### src/rtl/mem_uploader.sv
// Reads a contiguous RAM region through a 1-cycle-latency read port and streams it
// out one byte per valid/ready handshake, tagged with the byte offset and region index.
module mem_uploader #(
  parameter int ADDR_W = 14,
  parameter int OUT_AW = 17
) (
  input  logic              clk_24,
  input  logic              reset,
  input  logic              up_start,
  input  logic [7:0]        up_index_in,
  input  logic [ADDR_W-1:0] up_base,
  input  logic [ADDR_W:0]   up_len,
  output logic [ADDR_W-1:0] mem_addr,
  output logic              mem_rd,
  input  logic [7:0]        mem_data,
  output logic [7:0]        up_index,
  output logic [OUT_AW-1:0] up_addr,
  output logic [7:0]        up_data,
  output logic              up_valid,
  input  logic              up_ready,
  output logic              busy,
  output logic              done
);

  typedef enum logic [2:0] {
    S_IDLE  = 3'd0,
    S_FETCH = 3'd1,
    S_LATCH = 3'd2,
    S_SEND  = 3'd3,
    S_DONE  = 3'd4
  } state_t;

  state_t r_state;
  state_t w_next;

  logic [7:0]        r_index;
  logic [ADDR_W-1:0] r_base;
  logic [ADDR_W:0]   r_len;
  logic [ADDR_W:0]   r_offset;
  logic [ADDR_W-1:0] r_mem_addr;
  logic              r_mem_rd;
  logic [OUT_AW-1:0] r_up_addr;
  logic [7:0]        r_up_data;
  logic              r_up_valid;
  logic              r_busy;
  logic              r_done;

  logic              w_hs;
  logic [ADDR_W:0]   w_off_inc;
  logic              w_last;
  logic [ADDR_W-1:0] w_fetch_addr;

  assign w_hs      = r_up_valid && up_ready;
  assign w_off_inc = r_offset + {{ADDR_W{1'b0}}, 1'b1};
  assign w_last    = (w_off_inc == r_len);

  // Next-state decode
  always_comb begin
    w_next = r_state;
    case (r_state)
      S_IDLE: begin
        if (up_start) begin
          if (up_len == {(ADDR_W+1){1'b0}}) begin
            w_next = S_DONE;
          end else begin
            w_next = S_FETCH;
          end
        end else begin
          w_next = S_IDLE;
        end
      end
      S_FETCH: w_next = S_LATCH;
      S_LATCH: w_next = S_SEND;
      S_SEND: begin
        if (w_hs) begin
          w_next = w_last ? S_DONE : S_FETCH;
        end else begin
          w_next = S_SEND;
        end
      end
      S_DONE:  w_next = S_IDLE;
      default: w_next = S_IDLE;
    endcase
  end

  // Address for the next FETCH: the first one comes straight from the start inputs
  always_comb begin
    w_fetch_addr = {ADDR_W{1'b0}};
    if (r_state == S_IDLE) begin
      w_fetch_addr = up_base;
    end else begin
      w_fetch_addr = r_base + w_off_inc[ADDR_W-1:0];
    end
  end

  // State, transfer context and registered outputs
  always_ff @(posedge clk_24) begin
    if (reset) begin
      r_state    <= S_IDLE;
      r_index    <= 8'd0;
      r_base     <= {ADDR_W{1'b0}};
      r_len      <= {(ADDR_W+1){1'b0}};
      r_offset   <= {(ADDR_W+1){1'b0}};
      r_mem_addr <= {ADDR_W{1'b0}};
      r_mem_rd   <= 1'b0;
      r_up_addr  <= {OUT_AW{1'b0}};
      r_up_data  <= 8'd0;
      r_up_valid <= 1'b0;
      r_busy     <= 1'b0;
      r_done     <= 1'b0;
    end else begin
      r_state <= w_next;
      case (r_state)
        S_IDLE: begin
          if (up_start) begin
            r_index  <= up_index_in;
            r_base   <= up_base;
            r_len    <= up_len;
            r_offset <= {(ADDR_W+1){1'b0}};
          end
        end
        S_LATCH: begin
          r_up_data <= mem_data;
          r_up_addr <= OUT_AW'(r_offset);
        end
        S_SEND: begin
          if (w_hs) begin
            r_offset <= w_off_inc;
          end
        end
        default: begin
          r_offset <= r_offset;
        end
      endcase
      if (w_next == S_FETCH) begin
        r_mem_addr <= w_fetch_addr;
      end
      r_mem_rd   <= (w_next == S_FETCH);
      r_up_valid <= (w_next == S_SEND);
      // busy stays up through the done pulse and falls the cycle after it
      r_busy     <= (w_next != S_IDLE) || (r_state == S_DONE);
      r_done     <= (r_state == S_DONE);
    end
  end

  assign mem_addr = r_mem_addr;
  assign mem_rd   = r_mem_rd;
  assign up_index = r_index;
  assign up_addr  = r_up_addr;
  assign up_data  = r_up_data;
  assign up_valid = r_up_valid;
  assign busy     = r_busy;
  assign done     = r_done;

endmodule
### config.mk
export PLATFORM = sky130hd
export DESIGN_NAME = mem_uploader
export DESIGN_NICKNAME = d
export VERILOG_FILES = /design/src/rtl/mem_uploader.sv
export SDC_FILE = /design/constraint.sdc
export NUM_CORES = 1
export LEC_CHECK = 0
export CAP_MARGIN = 20
export CORE_MARGIN = 8
export CORE_UTILIZATION = 45
export DETAILED_ROUTE_END_ITERATION = 10
export PLACE_DENSITY = 0.8
export REMOVE_ABC_BUFFERS = 1
export SYNTH_ARGS = -nofsm -noshare
export SYNTH_HDL_FRONTEND = slang
export SYNTH_SLANG_ARGS = --single-unit
### constraint.sdc
create_clock -name clk_24 -period 3.5 [get_ports clk_24]
set_input_delay 0.7 -clock clk_24 [delete_from_list [all_inputs] [get_ports clk_24]]
set_output_delay 0.7 -clock clk_24 [all_outputs]
set_load 0.02 [all_outputs]
==> summary.txt <==
==================================================================================
Post-CTS Hold Buffers                                                            0
Filler cell count                                                             1026
YS warnings                                                                      0
Flops & latches, synth                                                          96
Synth async-reset ratio                                                          0
Number of sinks on the clock net                                                96
Startpoint types                                                              flop
Max VDD drop                                                            0.000179 V
Levels on crit path                                                             13
Floorplan die area                                                      14600 um^2
Number of cells traversed by the worst register-to-register path                13
Vias after detailed routing                                                   4879
Final cycle utilization of the critical path                                 0.924
Critical-path cell list                                               ha_2 -> inv_1 -> or2_2 -> xnor2_1 -> ha_1 -> o21ai_0 -> nor2_1 -> a311oi_2 -> o21bai_1 -> a21o_1 -> xnor2_1 -> o21ai_0 -> o2bb2ai_1
GP Congestion                                                                0.922
Number of enable flip-flop cells after synthesis                                 0
Pin count of the biggest net entering global routing                            39
Slew at the pin with the worst max-slew slack                             0.767 ns
Core box area                                                           10800 um^2
Antenna diode instance count                                                     0
Number of cells on the worst hold path                                           2
Setup bufs post-CTS                                                              0
Buffer and inverter count on the worst path                                      1
Number of top-level design ports                                               100
Distinct cell type count after synthesis                                        61
Crit-path leading delay family                                        compound AO/OA/AOI/OAI gates
Data arrival, critical path                                                3.56 ns
Cell types occupying the most area after synthesis                    sky130_fd_sc_hd__dfxtp_1 39%, sky130_fd_sc_hd__nand2_1 10%, sky130_fd_sc_hd__a21oi_1 8.7%
Via count of the first global-routing pass                                    4675
Most frequently used flop master after synthesis                      sky130_fd_sc_hd__dfxtp_1
Placed wire-length estimate                                               11000 um
Std cell rows                                                                   38
Number of gates resized after cts                                                0
Maximum clock skew at final layout                                       0.0137 ns
Router iterations before antenna repair                                          6
Clock root buffer                                                     sky130_fd_sc_hd__clkbuf_8
Per-cell via count in the routed design                                       5.54
Die boundary height                                                         121 um
Number of routed nets with antenna violations                                    0
Ranking of synthesized cells by instance count                        138 x sky130_fd_sc_hd__nand2_1, 96 x sky130_fd_sc_hd__dfxtp_1, 86 x sky130_fd_sc_hd__a21oi_1
Number of max-cap violations                                                     0
CP Max Fanout                                                                    7
Power density over the cells                                           370 nW/um^2
Setup repair after global routing missed its margin                             no
Type of the tightest min-delay check                                  flop to flop
Finished Core Util                                                           0.580
Clock tree from TritonCTS                                                    built
Shortest clock period the worst path allows after layout                   3.23 ns
Number of antenna violations at the first check in global routing                0
Final Setup Violations                                                           0
Library cell occupying the most area in the post-synthesis netlist    sky130_fd_sc_hd__dfxtp_1
Final nets                                                                     800
DR iter-0 viols                                                                365
Outcome                                                               finished clean
Worst reg2reg setup slack                                                  0.27 ns
Overflow after GRT                                                               0
Clock H-tree levels                                                              3
Final hold violations                                                            0
CTS clk-pin slew, worst paths                                              0.10 ns
Worst Setup Path Type                                                 flop to flop
Global-route wire length before repair                                    23500 um
Static Leakage                                                             2.28 nW
Final worst hold slack                                                    0.457 ns
Gate count of the mapped netlist                                               652
GRT Overall Usage                                                            0.198
Clock buffer depth                                                               2
Die width                                                                   121 um
Inserted Clock Buffers                                                           9
Avg Synthesized Cell Area                                                7.61 um^2
Worst-skew pair later-pin latency                                          0.38 ns
Achievable clock frequency                                                 309 MHz
Total wirelength of the detailed-routed design                            14600 um
Worst path slowest cell                                               sky130_fd_sc_hd__dfxtp_1
Layout cell share with drive strength beyond 1                              0.0783
Starting density of the core                                                 0.460
CP Capture Type                                                               flop
Delay of the slowest cell on the worst path                                0.47 ns
Placed cell count                                                              865
Netlist area before placement                                            4960 um^2
Final Max Tran Viols                                                             0
Most common cell in the netlist                                       sky130_fd_sc_hd__nand2_1
Total design power                                                         2.32 mW
Post-synthesis sequential area ratio                                         0.387
Count of port buffers added during placement                                    97
CP Data Required Time                                                      3.82 ns
Average routed wire per standard cell                                      16.6 um
Max-Slew Margin vs Limit                                                     0.488
Non-filler cells, final                                                        881
Signed area change from the synthesized netlist to the final layout          26.1%
Post-detailed-route DRC marker count                                             0
Share of Yosys cell area claimed by the top area cell type                   0.387
==================================================================================
power by group:
part	switching (mW)	internal, mW	leakage, nW
Clock	0.410	0.257	0.0814
Sequential	0.0442	1.15	0.783
Combinational	0.257	0.199	1.42
Total	0.712	1.61	2.28
layout by cell type (no fill, tap or decap), types with 7 or more instances in the layout:
cell type / count
sky130_fd_sc_hd__nand2_1: 138
sky130_fd_sc_hd__dfxtp_1: 96
sky130_fd_sc_hd__clkdlybuf4s50_1: 96
sky130_fd_sc_hd__a21oi_1: 86
sky130_fd_sc_hd__nor2_1: 46
sky130_fd_sc_hd__nor3_1: 29
sky130_fd_sc_hd__o21ai_0: 22
sky130_fd_sc_hd__buf_4: 22
sky130_fd_sc_hd__xnor2_1: 19
sky130_fd_sc_hd__nand3_1: 17
sky130_fd_sc_hd__ha_1: 13
sky130_fd_sc_hd__a211oi_1: 12
sky130_fd_sc_hd__xor2_1: 11
sky130_fd_sc_hd__inv_1: 11
sky130_fd_sc_hd__nor4_1: 9
sky130_fd_sc_hd__clkbuf_8: 9
sky130_fd_sc_hd__nor2b_1: 8
sky130_fd_sc_hd__nand4_1: 7
sky130_fd_sc_hd__and2_1: 7
cells by family after synthesis:
logic type      after synthesis  synth area share
simple gates                288             0.267
compound gates              158             0.191
flops                        96             0.387
buf+inv                      58            0.0501
xor+xnor                     31            0.0547
fa+ha+maj                    15            0.0393
mux                           5            0.0103
other cells                   1          0.000755
final cells by class:
type / instances / area (um^2) / area share
clock inverter: 7 / 46.3 / 0.00740
inverter: 11 / 41.3 / 0.00660
multi-input combinational: 499 / 2820 / 0.450
clock buffer: 9 / 124 / 0.0198
tap: 140 / 175 / 0.0280
sequential: 96 / 1920 / 0.307
timing repair buffer: 119 / 1130 / 0.181
per-stage QoR:
stage | worst slack (ns) | cell area, um^2 | TNS [ns]
final | 0.267 | 6260 | 0
after global placement | 0.340 | 6070 | 0
after detailed placement | 0.200 | 6070 | 0
after global routing | 0.0570 | 6260 | 0
after CTS | 0.172 | 6240 | 0
after floorplan | -0.257 | 4760 | -2.68
state kept, by name, indices dropped and copies added, names as in the netlist:
signal	count
r_len	15
r_offset	15
up_addr	15
mem_addr	14
r_base	14
up_data	8
up_index	8
r_state	3
busy	1
done	1
mem_rd	1
up_valid	1
metal layers:
layer	GRT usage	vias to the layer above	share of wire
met4	0.0937	0	0.030
met2	0.325	157	0.47
li1	-	2420	-
met3	0.0423	31	0.059
met5	0	-	0
met1	0.241	2271	0.44
final timing paths:
kind / from / end
setup / recovery: r_offset[1] / mem_addr[12]
hold / removal: up_data[2] / up_data[2]
setup reg to reg: r_offset[1] / mem_addr[12]
hold reg to reg: up_data[2] / up_data[2]
worst register-to-register path: cells and delay by family (launching register included):
| family | cells | cell delay [ns] |
|---|---|---|
| adders and majority gates | 2 | 0.62 |
| AOI/OAI and AO/OA | 6 | 1.20 |
| DFF | 1 | 0.47 |
| buffers and inverters | 1 | 0.12 |
| xor gates and xnor gates | 2 | 0.27 |
| and+or+nand+nor | 2 | 0.50 |
No activity file was read; power rests on OpenSTA's default activity.
